[src/rtl/shared_mem_arbiter.sv]
// Round-robin arbiter sharing one single-port data memory between NCORE cores.
// One access issued per cycle; loads return after RD_LAT cycles.
module shared_mem_arbiter #(
  parameter int NCORE  = 4,
  parameter int AW     = 16,
  parameter int DW     = 16,
  parameter int RD_LAT = 1
) (
  input  logic                CLK,
  input  logic                RST,
  input  logic [NCORE-1:0]    req,
  input  logic [NCORE-1:0]    we,
  input  logic [NCORE*AW-1:0] addr,
  input  logic [NCORE*DW-1:0] wdata,
  output logic [NCORE-1:0]    gnt,
  output logic [NCORE-1:0]    rvalid,
  output logic [DW-1:0]       rdata,
  output logic [AW-1:0]       mem_addr,
  output logic [DW-1:0]       mem_wdata,
  output logic                mem_we,
  input  logic [DW-1:0]       mem_q,
  output logic [15:0]         stall_cnt
);

  localparam int IDW = $clog2(NCORE);

  logic [IDW-1:0]              rr_ptr;
  logic [IDW-1:0]              gnt_id;
  logic [NCORE-1:0]            elig;
  logic [NCORE-1:0]            win_oh;
  logic [IDW-1:0]              win_id;
  logic                        win_vld;
  logic                        stall;
  logic [RD_LAT-1:0]           sr_v;
  logic [RD_LAT-1:0][IDW-1:0]  sr_id;
  logic [DW-1:0]               rdata_q;
  int                          cand;

  // A core shown gnt this cycle still holds req, so it is masked out.
  always_comb begin
    elig    = req & ~gnt;
    win_vld = 1'b0;
    win_id  = '0;
    cand    = 0;
    for (int k = NCORE - 1; k >= 0; k--) begin
      cand = (int'(rr_ptr) + k) % NCORE;
      if (elig[cand[IDW-1:0]]) begin
        win_vld = 1'b1;
        win_id  = cand[IDW-1:0];
      end
    end
    win_oh         = '0;
    win_oh[win_id] = win_vld;
    stall          = |(req & ~gnt & ~win_oh);
  end

  always_comb begin
    rvalid                = '0;
    rvalid[sr_id[RD_LAT-1]] = sr_v[RD_LAT-1];
  end

  assign rdata = sr_v[RD_LAT-1] ? mem_q : rdata_q;

  always_ff @(posedge CLK) begin
    if (RST) begin
      gnt       <= '0;
      gnt_id    <= '0;
      mem_we    <= 1'b0;
      mem_addr  <= '0;
      mem_wdata <= '0;
      rr_ptr    <= '0;
      sr_v      <= '0;
      sr_id     <= '0;
      rdata_q   <= '0;
      stall_cnt <= '0;
    end else begin
      gnt    <= win_oh;
      mem_we <= win_vld & we[win_id];
      if (win_vld) begin
        gnt_id    <= win_id;
        mem_addr  <= addr[win_id*AW +: AW];
        mem_wdata <= wdata[win_id*DW +: DW];
        rr_ptr    <= (win_id == IDW'(NCORE - 1)) ? '0 : win_id + 1'b1;
      end
      sr_v[0]  <= (|gnt) & ~mem_we;
      sr_id[0] <= gnt_id;
      for (int k = 1; k < RD_LAT; k++) begin
        sr_v[k]  <= sr_v[k-1];
        sr_id[k] <= sr_id[k-1];
      end
      if (sr_v[RD_LAT-1])
        rdata_q <= mem_q;
      if (stall && stall_cnt != 16'hFFFF)
        stall_cnt <= stall_cnt + 16'd1;
    end
  end

endmodule

[config.mk]
export PLATFORM = sky130hd
export DESIGN_NAME = shared_mem_arbiter
export DESIGN_NICKNAME = d
export VERILOG_FILES = /design/src/rtl/shared_mem_arbiter.sv
export SDC_FILE = /design/constraint.sdc
export NUM_CORES = 1
export LEC_CHECK = 0
export ABC_AREA = 1
export BUFFER_PORTS_ARGS = -buffer_cell sky130_fd_sc_hd__buf_4
export CAP_MARGIN = 20
export CORE_AREA = 5 5 102 123
export DETAILED_ROUTE_END_ITERATION = 10
export DIE_AREA = 0 0 107 128
export HOLD_SLACK_MARGIN = 0.12
export PLACE_DENSITY = 0.77
export REMOVE_ABC_BUFFERS = 1
export SYNTH_ARGS = -nofsm -noshare
export SYNTH_HDL_FRONTEND = slang
export SYNTH_SLANG_ARGS = --single-unit
[constraint.sdc]
create_clock -name CLK -period 1.7 [get_ports CLK]
set_clock_uncertainty 0.05 [all_clocks]
set_input_delay 0.17 -clock CLK [delete_from_list [all_inputs] [get_ports CLK]]
set_output_delay 0.17 -clock CLK [all_outputs]
set_load 0.03 [all_outputs]
Yosys cells after proc, flatten, opt, wreduce, memory -nomap -nowiden
Index checks and enable logic that the tools add are counted.
- bits in registers: 76
- input port bits: 154
- logic and storage cells: 65
- add/sub/neg operators: 5
- $lt $le $gt $ge: 8
- eq/ne operators: 2
- shift-type cells: 2
- multiplexer cells: 24
- bitwise logic cells: 9
- reduce and logical (&&, ||, !) cells: 5
- operator list (kind ; count):
    $shiftx 64x7->16 ; 2
    $lt 2x3->1 const B ; 6
    $add 16x1->16 const B ; 1
    $and 4x4->4 ; 4
    $mux 16 ; 1
    $ne 16x16->1 const B ; 1
    $mux 1 ; 11
    $bmux 1 s2 ; 5
    $mux 2 ; 5
    $not 4->4 ; 2
    $reduce_or 4->1 ; 2
    $add 2x1->2 const B ; 2
    $add 2x2->2 const B ; 2
    $demux 1 s2 ; 2
    $ge 2x1->1 const B ; 2
    $logic_and 1x1->1 ; 3
    $and 1x1->1 ; 2
    $eq 2x2->1 const B ; 1
    $not 1->1 ; 1

Depth between registers and ports, before layout
Gate-level depths: netlist (run 1).
- depth in word-level cells: 17
- mapped depth: 18
- mapped depth without buffers: 17

Worst setup path after synthesis (run 1)
OpenSTA, ideal clock, no wires.
- path kind: reg2reg
- start point: register stall_cnt[0]
- end point: register stall_cnt[5]
- library setup time: 70 ps
- arrival: 1968 ps
- data required time: 1580 ps
- setup slack: -388 ps
- cell stages (with the launch flop): 12
- period minus slack after synthesis: 2088 ps
- path through: dfxtp_1 > ha_1 > nand2_1 > inv_1 > nand2_1 > nor4_1 > nand4_1 > inv_1 > o21bai_4 > buf_6 > nand2_1 > a21oi_1
- cells in the longest elaborated chain, start to end: 2
- elaborated cells on any way between the ends: 3
- those cells by class: add/sub (1); eq/ne (1); reduce/logical (1)
- ends and longest elaborated chain (element ; RTL line ; RTL):
    start: declaration ; 22 ; output logic [15:0] stall_cnt
    start signal: assignment ; 94 ; stall_cnt <= stall_cnt + 16'd1;
    branches (longest 2 deep; another with $add 16x1->16) ; - ;
Several ways; the timed one is not identified.
A chain may end at the register's enable or synchronous reset.

Worst setup path in the final report (run 1)
- start point: register gnt[0]
- end point: register stall_cnt[15]
- cells in the longest elaborated chain, start to end: 17
- elaborated cells on any way between the ends: 28
- those cells by class: order compare (2); mux (18); bitwise (5); reduce/logical (3)
- ends and longest elaborated chain (element ; RTL line ; RTL):
    start: declaration ; 15 ; output logic [NCORE-1:0] gnt,
    start signal: assignment ; 77 ; gnt <= win_oh;
    $not 4->4 * ; 41, 54 ;
    $and 4x4->4 * ; 41, 54 ;
    $bmux 1 s2 ; 47 ; if (elig[cand[IDW-1:0]]) begin
    $mux 1 (not written as such) ; 47 ;
    $mux 2 (4 in series) ; 47 ;
    $lt 2x3->1 (not written as such) or $ge 2x1->1 (tied branches) ; 53 ; win_oh[win_id] = win_vld;
    $logic_and 1x1->1 (not written as such) ; 53 ;
    $mux 1 (not written as such) ; 53 ;
    $demux 1 s2 ; 53 ;
    $and 4x4->4 (no source line) ; - ;
    $not 4->4 ; 54 ; stall = |(req & ~gnt & ~win_oh);
    $and 4x4->4 * ; 54 ;
    $reduce_or 4->1 * ; 54 ;
    $logic_and 1x1->1 * ; 93 ; if (stall && stall_cnt != 16'hFFFF)
Every way passes the cells marked *; elsewhere a longest branch is shown, timed or not. The select of a mux whose other input is x is not followed.

==> results of run 1 <==
power breakdown:
group / switching (W) / internal (W)
clock network: 0.000774 / 0.00123
registers: 0.000290 / 0.00234
logic: 0.00799 / 0.00650
total: 0.00905 / 0.0101
how the worst max path moves through the flow:
| stage | from | end | slack [ns] | depth (start not counted) |
|---|---|---|---|---|
| after CTS | rr_ptr[0] | stall_cnt[2] | -0.39 | 18 |
| after global placement | rr_ptr[0] | stall_cnt[11] | -0.35 | 17 |
| after floorplan | rr_ptr[0] | mem_addr[10] | -0.79 | 14 |
| final | gnt[0] | stall_cnt[15] | -0.49 | 17 |
| after global routing | rr_ptr[0] | stall_cnt[2] | -0.60 | 17 |
| after detailed placement | rr_ptr[0] | stall_cnt[11] | -0.42 | 17 |
sequential cells by signal, indices dropped and copies added (netlist names):
register   flops
gnt            4
mem_we         1
rdata_q       16
gnt_id         2
sr_id          2
mem_wdata     16
rr_ptr         2
stall_cnt     16
sr_v           1
mem_addr      16
logic make-up after synthesis:
| kind of cell | after synthesis |
|---|---|
| buffers and inverters | 98 |
| AO/OA/AOI/OAI | 167 |
| flip-flops | 76 |
| XOR/XNOR | 14 |
| AND/OR/NAND/NOR | 301 |
| adder cells (fa/ha/maj) | 1 |
metrics by stage:
stage	worst slack (ns)	setup TNS, ns
3_5_place_dp	-0.425	-17.65
5_1_grt	-0.596	-27.17
6_report	-0.490	-20.75
4_1_cts	-0.387	-15.81
3_3_place_gp	-0.351	-13.78
2_1_floorplan	-0.788	-36.08
routing by layer:
metal / wire length (um) / track usage, %
met4: 796 / 14.1
met2: 9940 / 46.7
met5: 0 / 0
met3: 1570 / 6.90
met1: 6670 / 27.5
final cells by class:
class / count / area (um^2) / area share (%)
well taps: 135 / 169 / 2.00
repair inverters: 2 / 15.0 / 0.178
multi-input cells: 486 / 2980 / 35.4
repair buffers: 371 / 3190 / 37.8
inverters: 56 / 239 / 2.84
clock inverters: 4 / 55.1 / 0.653
flip-flops and latches: 76 / 1530 / 18.1
clock buffers: 12 / 256 / 3.04
timing repair:
action,CTS,global route
pin swaps,24,36
cloned,7,5
hold buffers,46,0
gates resized for setup,82,109
buffers inserted,21,8
hold endpoints to repair,43,0
endpoints found under the setup margin,64,76
Yosys cell counts (6+ instances only):
library cell	number	area [um^2]
nand2_1	133	499
nor2_1	103	387
dfxtp_1	76	1520
o21ai_0	68	340
inv_1	48	180
a21oi_1	29	145
nand3_1	26	130
clkbuf_1	21	78.8
o22ai_1	18	113
o21bai_1	17	128
o21ai_1	16	80.1
o31ai_1	15	113
nor3_1	10	50.1
xor2_1	10	87.6
nand2_2	9	56.3
buf_2	7	35.0
buf_4	7	52.6
inv_2	6	22.5
worst min-delay path: cells and delay by family:
kind | cells | cell delay (ns)
AND/OR/NAND/NOR | 1 | 0.04
buffers and inverters | 1 | 0.08
AO/OA/AOI/OAI | 1 | 0.19
==> impl_results.md, run 1 <==
* Die Ht at 128 um
* DR WL/cell at 16.6 um
* Largest family of logic cells by synthesized area: simple AND/OR/NAND/NOR gates
* CTS tree: done
* Commonest cells after routing, fill and taps aside: 297 x buf_4, 112 x nand2_1, 91 x nor2_1
* Final core occ at 74.6%
* CTS H-tree depth at 3
* Post-synth EDFFs at 0
* Die width at 107 um
* Worst setup EP type: flip-flop
* Post-layout min period at 2.19 ns
* Most common cell after layout, fill and taps aside: buf_4
* Design Area, Final at 0.00843 mm^2
* Placed cell count at 1045
* Post-DP Area at 0.00659 mm^2
* Share of cells above drive strength 1 at 46.1%
* Status: finished with violations
* Mapped cell area at 0.00436 mm^2
* WHS Path Cells at 3
* Drc violations at 0
* Drt pass-1 iters at 7
* Area growth syn-to-layout at 93.1%
* DR vias/cell at 5.18
* Tot Pwr at 0.0191 W
* Startpoint types: flip-flop
* NumNets Final at 1157
* RePlAce Congestion at 0.902
* Max Clk Rate at 0.457 GHz
* Worst IR Drop VDD at 1480 uV
* Leakage at 4.04 nW
* Simple-Gate Fraction of Synth Area at 29.9%
* Root Driver: clkbuf_16
* R2R depth at 17
* Gr usage total at 26.0%
* Die area at 0.0137 mm^2
* Slowest-stage cell, CP: dfxtp_1
* Asr flop ratio synth at 0%
* Mux share of post-synthesis cell area at 0%
* Slew HR at 76.1%
* Final WS setup at -0.490 ns
* Num CTS Buffers at 9
* End of the worst register-to-register path: stall_cnt[15]
* Clock transition at the registers of the reported paths at 0.06 ns
* Count of input and output buffers at 226
* Flop-to-flop setup slack at -0.49 ns
* Initial Utilization at 38.6%
* Complex-gate fraction of the synthesized area at 22.0%
* Critical-path cell list: inv_1, nand3_2, nand2_4, nand2_4, nand2_4, nand3_4, nand2_4, nand2_4, nand2_8, nand2_4, nand2_4, nand2_2, o21bai_4, buf_6, buf_12, nand2_2, a21oi_2
* Largest net degree at the start of global routing at 29
* Final hold violations at 0
* Cell Rows at 43
* Core area at 0.0113 mm^2
* Synth warn at 0
* Critical Path AT at 2.41 ns
* Max-cap viol count at 0
* Routed vias at 5919
* CP Buf/Inv Count at 3
* Cell variety after synth at 38
* Post-DP HPWL at 11500 um
* Vias in the first global route at 6052
* Hold Path Sink: mem_addr[2]
* Hold Startpoint: addr[34]
* Finished Layout Cells at 1142
* Post-Synthesis Cells at 657
* Worst EP required at 1.92 ns
* Seq/Total Area, Yosys at 34.9%
* Synth Flop Type: dfxtp_1
* PD cells at 2270 mW/mm^2
* Slew @ Worst Pin at 0.356 ns
* RR Startpoint: gnt[0]
* Violated checks: setup timing
* Hold Slack at 0.131 ns
* Final WL at 19000 um
* Clk_lat worst skew at 0.33 ns
* HP Class: in2reg
* Crit path kind: reg2reg
* Grt ovf at 0
* RSZ-0062 raised after global routing: yes
* Post-Synth Adder-Cell Area at 0.287%
* Mapped Avg Cell Area at 6.64 um^2
* Initial antenna violation count at 0
* Clock buffer depth at 2
* Num ports at 227
* First-pass GRT wire length at 28500 um
* #FFs+latches synth at 76
* Slew Limit Fails at 0
* FILL cells at 817
* Critical Path Fanout Max at 8
* Antenna diode count at 0
* Crit path max-delay family: simple AND/OR/NAND/NOR gates
* Clock sink count at 76
* Initial DRC count at 259
* Crit path largest cell delay at 0.31 ns
* Final ANT Viol Nets at 0
* Crit share post-route at 129%
* Most frequent CP cell: nand2_4
* Xor and xnor area share after synthesis at 3.15%
* Final setup fails at 54
Power figures use the tool's default switching activity.
==> run 2: changes to the inputs <==
- ABC_AREA: 1 -> unset
- CORE_AREA: 5 5 102 123 -> 5 5 101 122
- DIE_AREA: 0 0 107 128 -> 0 0 106 127
- SLEW_MARGIN: unset -> 20
==> run 2 against run 1 <==
Effect of this change:
- the run still ends with setup timing left
- global-route usage shrank 2.9 points
- maximum frequency increased by 18%
- final cell count decreased by 19%
- hold slack improved by 0.0097 ns
- utilization decreased by 7.2 points
==> impl_results.md, run 2 <==
* Status: finished with violations (unchanged)
* Violated checks: setup timing (unchanged)
* Drt pass-1 iters at 5 (was 7)
* GR met2 Demand/Resource at 41.1% (was 46.7%)
* Num ports at 227 (unchanged)
* Synth Flop Type: dfxtp_1 (unchanged)
* Worst setup EP type: flip-flop (unchanged)
* Final WL at 16200 um (was 19000 um)
* Final WS setup at -0.159 ns (was -0.490 ns)
* Post-DP HPWL at 11200 um (was 11500 um)
* FILL cells at 838 (was 817)
* Post-DP Area at 0.00638 mm^2 (was 0.00659 mm^2)
* Initial DRC count at 223 (was 259)
* #FFs+latches synth at 76 (unchanged)
* Die Ht at 127 um (was 128 um)
* Hold Slack at 0.141 ns (was 0.131 ns)
* Crit share post-route at 109% (was 129%)
* Routed vias at 4990 (was 5919)
* Commonest cells after routing, fill and taps aside: 264 x buf_4, 93 x nand2_1, 73 x dfxtp_1 (was 297 x buf_4, 112 x nand2_1, 91 x nor2_1)
* Largest net degree at the start of global routing at 49 (was 29)
* DR vias/cell at 5.38 (was 5.18)
* NumNets Final at 946 (was 1157)
* CTS H-tree depth at 3 (unchanged)
* Antenna diode count at 0 (unchanged)
* Slew HR at 66.5% (was 76.1%)
* Most common cell in the netlist: nand2_1 (unchanged)
* Mapped Avg Cell Area at 8.14 um^2 (was 6.64 um^2)
* GR Util met3 at 5.60% (was 6.90%)
* Max-cap viol count at 0 (unchanged)
* Most frequent cells after synthesis: 107 x nand2_1, 76 x dfxtp_1, 68 x a21oi_1 (was 133 x nand2_1, 103 x nor2_1, 76 x dfxtp_1)
* Seq/Total Area, Yosys at 35.4% (was 34.9%)
* RePlAce Congestion at 0.842 (was 0.902)
* Cell variety after synth at 49 (was 38)
* Clock sink count at 76 (unchanged)
* Grt ovf at 0 (unchanged)
* Final setup fails at 47 (was 54)
* Clock transition at the registers of the reported paths at 0.06 ns (about the same)
* RSZ-0062 raised after global routing: yes (unchanged)
* Post-synth EDFFs at 0 (unchanged)
* Drc violations at 0 (unchanged)
* Critical Path AT at 2.04 ns (was 2.41 ns)
* Most common cell after layout, fill and taps aside: buf_4 (unchanged)
* Gr usage total at 23.1% (was 26.0%)
* Initial antenna violation count at 0 (unchanged)
* Max Clk Rate at 0.538 GHz (was 0.457 GHz)
* Count of input and output buffers at 226 (unchanged)
* Final core occ at 67.3% (was 74.6%)
* Share of the synthesized area in the top cell type at 35.4% (was 34.9%)
* Crit path kind: reg2reg (unchanged)
* Slew Limit Fails at 0 (unchanged)
* Final ANT Viol Nets at 0 (unchanged)
* Clk_lat worst skew at 0.33 ns (about the same)
* Root Driver: clkbuf_16 (unchanged)
* CTS tree: done (unchanged)
* First-pass GRT wire length at 25300 um (was 28500 um)
* Post-Synthesis Cells at 528 (was 657)
* Design Area, Final at 0.00736 mm^2 (was 0.00843 mm^2)
* Global routing's busiest layer: met2 (unchanged)
* Slew @ Worst Pin at 0.503 ns (was 0.356 ns)
* HP Class: in2reg (unchanged)
* Die area at 0.0135 mm^2 (was 0.0137 mm^2)
* Finished Layout Cells at 928 (was 1142)
* Critical Path Fanout Max at 10 (was 8)
* Core area at 0.0109 mm^2 (was 0.0113 mm^2)
* Mapped cell area at 0.00430 mm^2 (was 0.00436 mm^2)
* Cell Rows at 42 (was 43)
* Num CTS Buffers at 9 (unchanged)
* Area growth syn-to-layout at 71.2% (was 93.1%)
* Placed cell count at 894 (was 1045)
* Asr flop ratio synth at 0% (unchanged)
* Die width at 106 um (was 107 um)
* Final hold violations at 0 (unchanged)
* Worst IR Drop VDD at 849 uV (was 1480 uV)
* Clock buffer depth at 2 (unchanged)
* Ranking of synthesized cells by area: dfxtp_1 35%, nand2_1 9.3%, a21oi_1 7.9% (was dfxtp_1 35%, nand2_1 11%, nor2_1 8.9%)
* Share of cells above drive strength 1 at 54.3% (was 46.1%)
* Yosys top cell by area: dfxtp_1 (unchanged)
* Leakage at 3.23 nW (was 4.04 nW)
* Initial Utilization at 39.3% (was 38.6%)
* PD cells at 1490 mW/mm^2 (was 2270 mW/mm^2)
* DR WL/cell at 17.5 um (was 16.6 um)
* Startpoint types: flip-flop (unchanged)
* Synth warn at 0 (unchanged)
* M1 GR Usage at 25.8% (was 27.5%)
* Worst EP required at 1.89 ns (was 1.92 ns)
* Vias in the first global route at 5205 (was 6052)
* Post-layout min period at 1.86 ns (was 2.19 ns)
## run 2: cell families after synthesis
logic type	after synthesis	share of synthesized area (%)
AND/OR/NAND/NOR	197	22.8
AO/OA/AOI/OAI	174	27.7
flip-flops	76	35.4
buffers and inverters	46	5.82
multiplexers	19	4.89
XOR/XNOR	14	2.85
adder cells (fa/ha/maj)	2	0.553
## run 2: path summary, 6_finish.rpt
kind,to,slack [ns],startpoint,cells past startpoint
hold / removal,rdata_q[5],0.14,mem_q[5],3
setup reg to reg,stall_cnt[15],-0.16,gnt[0],6
setup / recovery,stall_cnt[15],-0.16,gnt[0],6
hold reg to reg,gnt_id[0],0.40,gnt_id[0],2
## run 2: critical path, stage by stage (launching register included)
cell	delay, ns
dfxtp_2	0.33
nand2b_4	0.14
maj3_2	0.34
a21o_4	0.30
nor4_4	0.31
xnor2_1	0.10
nor2_1	0.19
## run 2: layout make-up
class / count / area (um^2) / share of cell area, %
Sequential cell: 76 / 1530 / 20.7
Clock inverter: 5 / 36.3 / 0.493
Inverter: 2 / 7.51 / 0.102
Timing Repair Buffer: 296 / 2520 / 34.2
Tap cell: 132 / 165 / 2.24
Clock buffer: 11 / 243 / 3.30
Multi-Input combinational cell: 406 / 2870 / 39.0
## run 2: metrics by stage
step	TNS [ns]	setup WS, ns	total power [W]
detailed placement	-7.70	-0.244	0.00807
CTS	-3.72	-0.115	0.0106
global route	-9.14	-0.242	0.0116
global placement	-6.08	-0.210	0.00795
finish	-4.37	-0.159	0.0110
floorplan	-68.27	-1.72	0.00582
## run 2: routing by layer
metal / part of all wire, % / routed length, um / vias to the layer above
met3: 6.8 / 1100 / 32
met4: 2.5 / 404 / 0
met2: 52 / 8430 / 214
li1: - / - / 2386
met5: 0 / 0 / -
met1: 39 / 6290 / 2358
## run 2: report_power, final
group | switching (W) | leakage (nW) | internal [W]
sequential | 0.000349 | 0.625 | 0.00224
clock | 0.000737 | 0.128 | 0.00103
combinational | 0.00353 | 2.48 | 0.00306
total | 0.00462 | 3.23 | 0.00634
## run 2: repair_timing
| action | in CTS | in global routing |
|---|---|---|
| gates cloned | 5 | 3 |
| hold buffers | 1 | 0 |
| gates resized for setup | 64 | 44 |
| pin swaps | 23 | 27 |
| setup buffers | 8 | 2 |
| endpoints found under the hold margin | 11 | 0 |
| setup endpoints to repair | 49 | 68 |
